--- src/rtl/control_sequencer_p.sv ---
// Fetch/decode/execute control FSM for the accumulator CPU; ILLEGAL_TRAP_EN makes opcodes C-E trap to HALT.
// Latency: 4 cycles per register/NOP instruction; operand and memory phases add cycles.
// Backpressure: mem_read/mem_write are held and the FSM stalls until mem_ready.
module control_sequencer_p #(
  parameter int OPC_W  = 6,
  parameter int NREG   = 4,
  parameter int ABUS_W = 4
) (
  input  logic              clk,
  input  logic              rst_n,
  input  logic              run,
  input  logic [OPC_W-1:0]  ir,
  input  logic              z_flag,
  input  logic              mem_ready,
  output logic [ABUS_W-1:0] a_bus_sel,
  output logic [NREG+3:0]   c_bus,
  output logic [2:0]        alu_op,
  output logic              ldir,
  output logic              pc_inc,
  output logic              ac_inc,
  output logic [NREG-1:0]   reg_inc,
  output logic              mem_read,
  output logic              mem_write,
  output logic              halted,
  output logic              illegal
);

  localparam int RF_W = OPC_W - 4;
  localparam logic [RF_W:0] NREG_L = (RF_W+1)'(NREG);

  localparam logic [3:0] OP_LDAC  = 4'h1;
  localparam logic [3:0] OP_STAC  = 4'h2;
  localparam logic [3:0] OP_MVAC  = 4'h3;
  localparam logic [3:0] OP_MVR   = 4'h4;
  localparam logic [3:0] OP_ADD   = 4'h5;
  localparam logic [3:0] OP_SUB   = 4'h6;
  localparam logic [3:0] OP_AND   = 4'h7;
  localparam logic [3:0] OP_INC   = 4'h8;
  localparam logic [3:0] OP_INCAC = 4'h9;
  localparam logic [3:0] OP_JMP   = 4'hA;
  localparam logic [3:0] OP_JMPZ  = 4'hB;
  localparam logic [3:0] OP_HALT  = 4'hF;

  localparam logic [ABUS_W-1:0] AS_PC = ABUS_W'(1);
  localparam logic [ABUS_W-1:0] AS_DR = ABUS_W'(2);
  localparam logic [ABUS_W-1:0] AS_AC = ABUS_W'(3);

  localparam int CB_AR = 0;
  localparam int CB_PC = 1;
  localparam int CB_DR = 2;
  localparam int CB_AC = 3;

  localparam logic [2:0] ALU_PASS = 3'd0;
  localparam logic [2:0] ALU_ADD  = 3'd1;
  localparam logic [2:0] ALU_SUB  = 3'd2;
  localparam logic [2:0] ALU_AND  = 3'd3;

  typedef enum logic [3:0] {
    S_IDLE,
    S_FETCH0,
    S_FETCH1,
    S_DECODE,
    S_OPND0,
    S_OPND1,
    S_MEM0,
    S_MEM1,
    S_EXEC,
    S_HALT
  } state_e;

  state_e state_q, state_d;
  logic   z_q, z_d;

  logic [3:0]        opc;
  logic [RF_W-1:0]   rsel;
  logic              reg_ok;
  logic [NREG-1:0]   reg_oh;
  logic [ABUS_W-1:0] reg_src;
  logic              needs_opnd;
  logic              is_mem_op;

  assign opc     = ir[OPC_W-1:OPC_W-4];
  assign rsel    = ir[RF_W-1:0];
  assign reg_ok  = ({1'b0, rsel} < NREG_L);
  // An out-of-range register field yields an empty one-hot, so the instruction degenerates to a NOP.
  assign reg_oh  = reg_ok ? (NREG'(1) << rsel) : '0;
  assign reg_src = ABUS_W'(4) + ABUS_W'(rsel);

  assign is_mem_op  = (opc == OP_LDAC) || (opc == OP_STAC);
  assign needs_opnd = is_mem_op || (opc == OP_JMP) || ((opc == OP_JMPZ) && z_flag);

  always_ff @(posedge clk or negedge rst_n) begin
    if (!rst_n) begin
      state_q <= S_IDLE;
      z_q     <= 1'b0;
    end else begin
      state_q <= state_d;
      z_q     <= z_d;
    end
  end

  always_comb begin
    state_d   = state_q;
    z_d       = z_q;
    a_bus_sel = '0;
    c_bus     = '0;
    alu_op    = ALU_PASS;
    ldir      = 1'b0;
    pc_inc    = 1'b0;
    ac_inc    = 1'b0;
    reg_inc   = '0;
    mem_read  = 1'b0;
    mem_write = 1'b0;
    halted    = 1'b0;
    illegal   = 1'b0;

    case (state_q)
      S_IDLE: begin
        if (run) state_d = S_FETCH0;
      end

      S_FETCH0: begin
        a_bus_sel    = AS_PC;
        c_bus[CB_AR] = 1'b1;
        state_d      = S_FETCH1;
      end

      S_FETCH1: begin
        mem_read = 1'b1;
        if (mem_ready) begin
          ldir    = 1'b1;
          pc_inc  = 1'b1;
          state_d = S_DECODE;
        end
      end

      S_DECODE: begin
        // The zero flag is captured here so JMPZ resolves on the flag present at decode.
        z_d = z_flag;
        if (opc == OP_HALT) begin
          state_d = S_HALT;
`ifdef ILLEGAL_TRAP_EN
        end else if (opc inside {4'hC, 4'hD, 4'hE}) begin
          illegal = 1'b1;
          state_d = S_HALT;
`endif
        end else if (needs_opnd) begin
          state_d = S_OPND0;
        end else begin
          state_d = S_EXEC;
        end
      end

      S_OPND0: begin
        a_bus_sel    = AS_PC;
        c_bus[CB_AR] = 1'b1;
        state_d      = S_OPND1;
      end

      S_OPND1: begin
        mem_read = 1'b1;
        if (mem_ready) begin
          c_bus[CB_DR] = 1'b1;
          pc_inc       = 1'b1;
          state_d      = is_mem_op ? S_MEM0 : S_EXEC;
        end
      end

      S_MEM0: begin
        a_bus_sel    = AS_DR;
        c_bus[CB_AR] = 1'b1;
        state_d      = S_MEM1;
      end

      S_MEM1: begin
        if (opc == OP_STAC) begin
          a_bus_sel = AS_AC;
          mem_write = 1'b1;
          if (mem_ready) state_d = S_FETCH0;
        end else begin
          mem_read = 1'b1;
          if (mem_ready) begin
            c_bus[CB_DR] = 1'b1;
            state_d      = S_EXEC;
          end
        end
      end

      S_EXEC: begin
        state_d = S_FETCH0;
        case (opc)
          OP_LDAC: begin
            a_bus_sel    = AS_DR;
            alu_op       = ALU_PASS;
            c_bus[CB_AC] = 1'b1;
          end
          OP_MVAC: begin
            if (reg_ok) begin
              a_bus_sel = AS_AC;
              c_bus     = {reg_oh, 4'b0000};
            end
          end
          OP_MVR, OP_ADD, OP_SUB, OP_AND: begin
            if (reg_ok) begin
              a_bus_sel    = reg_src;
              c_bus[CB_AC] = 1'b1;
              case (opc)
                OP_ADD:  alu_op = ALU_ADD;
                OP_SUB:  alu_op = ALU_SUB;
                OP_AND:  alu_op = ALU_AND;
                default: alu_op = ALU_PASS;
              endcase
            end
          end
          OP_INC:   reg_inc = reg_oh;
          OP_INCAC: ac_inc  = 1'b1;
          OP_JMP: begin
            a_bus_sel    = AS_DR;
            c_bus[CB_PC] = 1'b1;
          end
          OP_JMPZ: begin
            // Not-taken branch only steps the PC past the unread operand word.
            if (z_q) begin
              a_bus_sel    = AS_DR;
              c_bus[CB_PC] = 1'b1;
            end else begin
              pc_inc = 1'b1;
            end
          end
          default: ;
        endcase
      end

      S_HALT: begin
        halted = 1'b1;
      end

      default: state_d = S_IDLE;
    endcase
  end

endmodule

--- config.mk ---
export PLATFORM = sky130hd
export DESIGN_NAME = control_sequencer_p
export DESIGN_NICKNAME = d
export VERILOG_FILES = /design/src/rtl/control_sequencer_p.sv
export SDC_FILE = /design/constraint.sdc
export NUM_CORES = 1
export LEC_CHECK = 0
export BUFFER_PORTS_ARGS = -buffer_cell sky130_fd_sc_hd__buf_4
export CORE_MARGIN = 1.5
export CORE_UTILIZATION = 45
export DETAILED_ROUTE_END_ITERATION = 10
export PLACE_DENSITY = 0.86
export REMOVE_ABC_BUFFERS = 1
export SLEW_MARGIN = 0
export SYNTH_ARGS = -nofsm -noshare
export SYNTH_HDL_FRONTEND = slang
export SYNTH_SLANG_ARGS = --single-unit
--- constraint.sdc ---
create_clock -name clk -period 1.6 [get_ports clk]
set_input_delay 0 -clock clk [delete_from_list [all_inputs] [get_ports clk]]
set_output_delay 0 -clock clk [all_outputs]
set_load 0.01 [all_outputs]
==> impl_metrics.toml <==
[grt]
grt-ovfl-total = 0
grt_pass1_vias = 927
antenna_found_initial = 0
grt_use_total_pct = 26.20
grt_pass1_wl_um = 3953
grt_max_degree = 16

[finish]
area_growth_syn_to_layout_pct = 59.29
ff_latch_area_sq_um = 130.1
n_antenna_cell = 0
fin_util_pct = 76.85
multiInputGateArea_sq_um = 734.5
fillCellCount = 135
final_nets = 173
drive_gt1_share_pct = 47.20
final-instance-count-excl-fill = 186

[place]
dp.final_hpwl_um = 1802
place_ws_ns = 0.007587
gp_congestion = 0.8379
dp_cells = 174
io_buffers = 33

[synthesis]
avgSynthCellArea_sq_um = 7.076
synth_flop_cell = "dfrtp_1"
ys_warn_count = 0
async_flop_share_pct = 100.0
netlist_instances = 119
synth_cell_types = 42
netlist_area_sq_um = 842.1
synth_edf_count = 0
ys_seq_elements = 5
ys_seq_area_share_pct = 14.86

[outcome]
status = "finished, violations left"
violations = "setup timing"

[power]
power_density_nw_per_um2 = 1277
p_leak_nw = 0.5971
p_total_mw = 1.712
ir_drop_v = 0.001016

[clock_tree]
cts_buffer_depth = 2
clk_latency_ns = 0.25
cts.sinks = 5
cts-root-buf = "clkbuf_4"
cts.htree.levels = 1
path_clk_slew_ns = 0.05
cts_tree = "built"
cts_buffers = 3

[flow_run]
max_cap_viol_count = 0

[routing]
drt-vias-per-instance = 5.629
vias = 1047
drt_iter0_drc = 36
wire_per_inst_um = 14.80
ant_nets = 0
drt_wl_total_um = 2752
drtPass1Iterations = 4
drc = 0

[floorplanning]
pin_count = 37
chipHeight_um = 46.26
core.rowCount = 15
die_x_um = 46.26
initial_core_util_pct = 48.24
dieArea_sq_um = 2140
core_sq_um = 1745

[timing]
rsz0062_at_grt = "yes"
layout_setup_ws_ns = -0.1135
setup_viol = 10
setup_total_negative_slack_ns = -0.4485
finalClockSkew_ns = 0.005639
finalCritPeriodShare_pct = 107.1
worst_pin_slew_ns = 0.5543
fin_crit_ns = 1.714
fmax_ghz = 0.5836
relSlewSlack_pct = 62.53
hold_violations = 0
slew_violations = 0

[worst_setup_path]
crit_arrival_ns = 1.71
cp.required_ns = 1.60
cp-start-kind = "flop"
cpPeakStageDelay_ns = 0.43
path_class = "flop to output port"
cp_max_fo = 3
path_cells = "buf_12 > nor4b_4 > nand3b_1 > o32ai_2 > buf_4"
endpoint_kind = "output port"
cp_slowest_cell = "dfrtp_2"

[min_path]
hp-class = "input pin to async pin"
[what timing repair did]
item	4_1_cts	5_1_grt
pin swaps	2	10
resized for setup	14	19
endpoints found under the hold margin	6	0
hold buffers	2	0
setup endpoints to repair	18	21
setup buffers	3	3
[cell usage in the layout, fill, tap and decap left out, drive strengths merged, types with 2 or more instances in the layout]
cell type    Yosys  layout
nand4b           2       2
nor3             4       4
nor2            19      19
nor2b            4       4
or3              2       2
inv              4       4
clkbuf           5       4
o32ai            2       2
and3             3       3
a211o            3       3
nand2            9       9
o211ai           3       3
nor4bb           2       2
nand3            3       3
nor4             2       2
a21oi            3       3
nand2b           7       7
dlygate4sd3      0       2
o21ai            8       8
mux2i            2       2
conb             1       3
buf              8      47
dfrtp            5       5
nor4b            3       3
[worst max-delay path, delay by kind of cell (launching register included)]
family / cells / cell delay [ns]
and+or+nand+nor: 2 / 0.47
buffers and inverters: 2 / 0.28
AOI/OAI and AO/OA: 1 / 0.28
DFF: 1 / 0.43
[report_power, final]
part           leakage [nW]  switching, mW  internal, mW
Combinational         0.525          0.605         0.666
Sequential           0.0574         0.0946         0.193
Clock                0.0150         0.0586        0.0947
Total                 0.597          0.758         0.954
[flip-flops by register name, indices dropped and copies added (netlist names)]
signal and cells:
z_q 1, state_q 4
[synth_stat cells (2+ instances only)]
master | number | area (sq um)
nor4_1 | 2 | 12.51
a21oi_1 | 3 | 15.01
nor3_1 | 4 | 20.02
nor2b_1 | 4 | 25.02
buf_4 | 4 | 30.03
a211o_1 | 3 | 26.28
nand2b_1 | 7 | 43.79
mux2i_1 | 2 | 20.02
clkbuf_1 | 5 | 18.77
buf_6 | 3 | 33.78
nand3_1 | 3 | 15.01
or3_1 | 2 | 12.51
nor2_1 | 19 | 71.32
and3_1 | 3 | 18.77
nor4b_1 | 2 | 17.52
o21ai_0 | 8 | 40.04
nand2_1 | 9 | 33.78
inv_1 | 4 | 15.01
dfrtp_1 | 5 | 125.1
o32ai_1 | 2 | 17.52
o211ai_1 | 3 | 22.52
nand4b_1 | 2 | 17.52
[layout make-up]
cell class	count	share of cell area [%]
multi-input cells	99	54.76
inverters	4	1.119
flip-flops and latches	5	9.701
clock buffers	4	1.959
well taps	25	2.332
repair buffers	49	30.13
[worst paths after layout]
kind | slack (ns) | cells after the start | to | startpoint
min in group clk | 0.13 | 2 | state_q[3] | mem_ready
max | -0.11 | 5 | pc_inc | state_q[0]
max in group asynchronous | 1.40 | 2 | state_q[0] | rst_n
max reg2reg | 0.03 | 5 | state_q[0] | state_q[0]
min reg2reg | 0.60 | 1 | z_q | z_q
min | 0.08 | 2 | state_q[2] | rst_n
[per-layer routing]
layer,vias to the layer above,part of all wire (%),track usage (%)
met5,-,0,0
met4,0,1.7,12.57
met3,6,6.5,5.098
met2,53,53,47.50
met1,479,39,28.57
li1,509,-,-
[stage by stage]
stage	hold WS, ns	cell area, sq um
after detailed placement	-0.1974	1114
after floorplan	-0.2956	762.0
final	0.07820	1341
after global routing	0.07244	1341
after global placement	-0.1974	1114
after CTS	0.07845	1241
[cells by family (layout without fill, tap and decap cells)]
family	count (synthesis)	count (layout)	synth area share [%]
AOI/OAI and AO/OA	27	27	22.59
buffers and inverters	17	57	12.18
DFF	5	5	14.86
muxes	3	3	3.715
other	1	3	0.4453
and+or+nand+nor	66	66	46.21
Note: power is estimated with default switching activity, not from simulation.
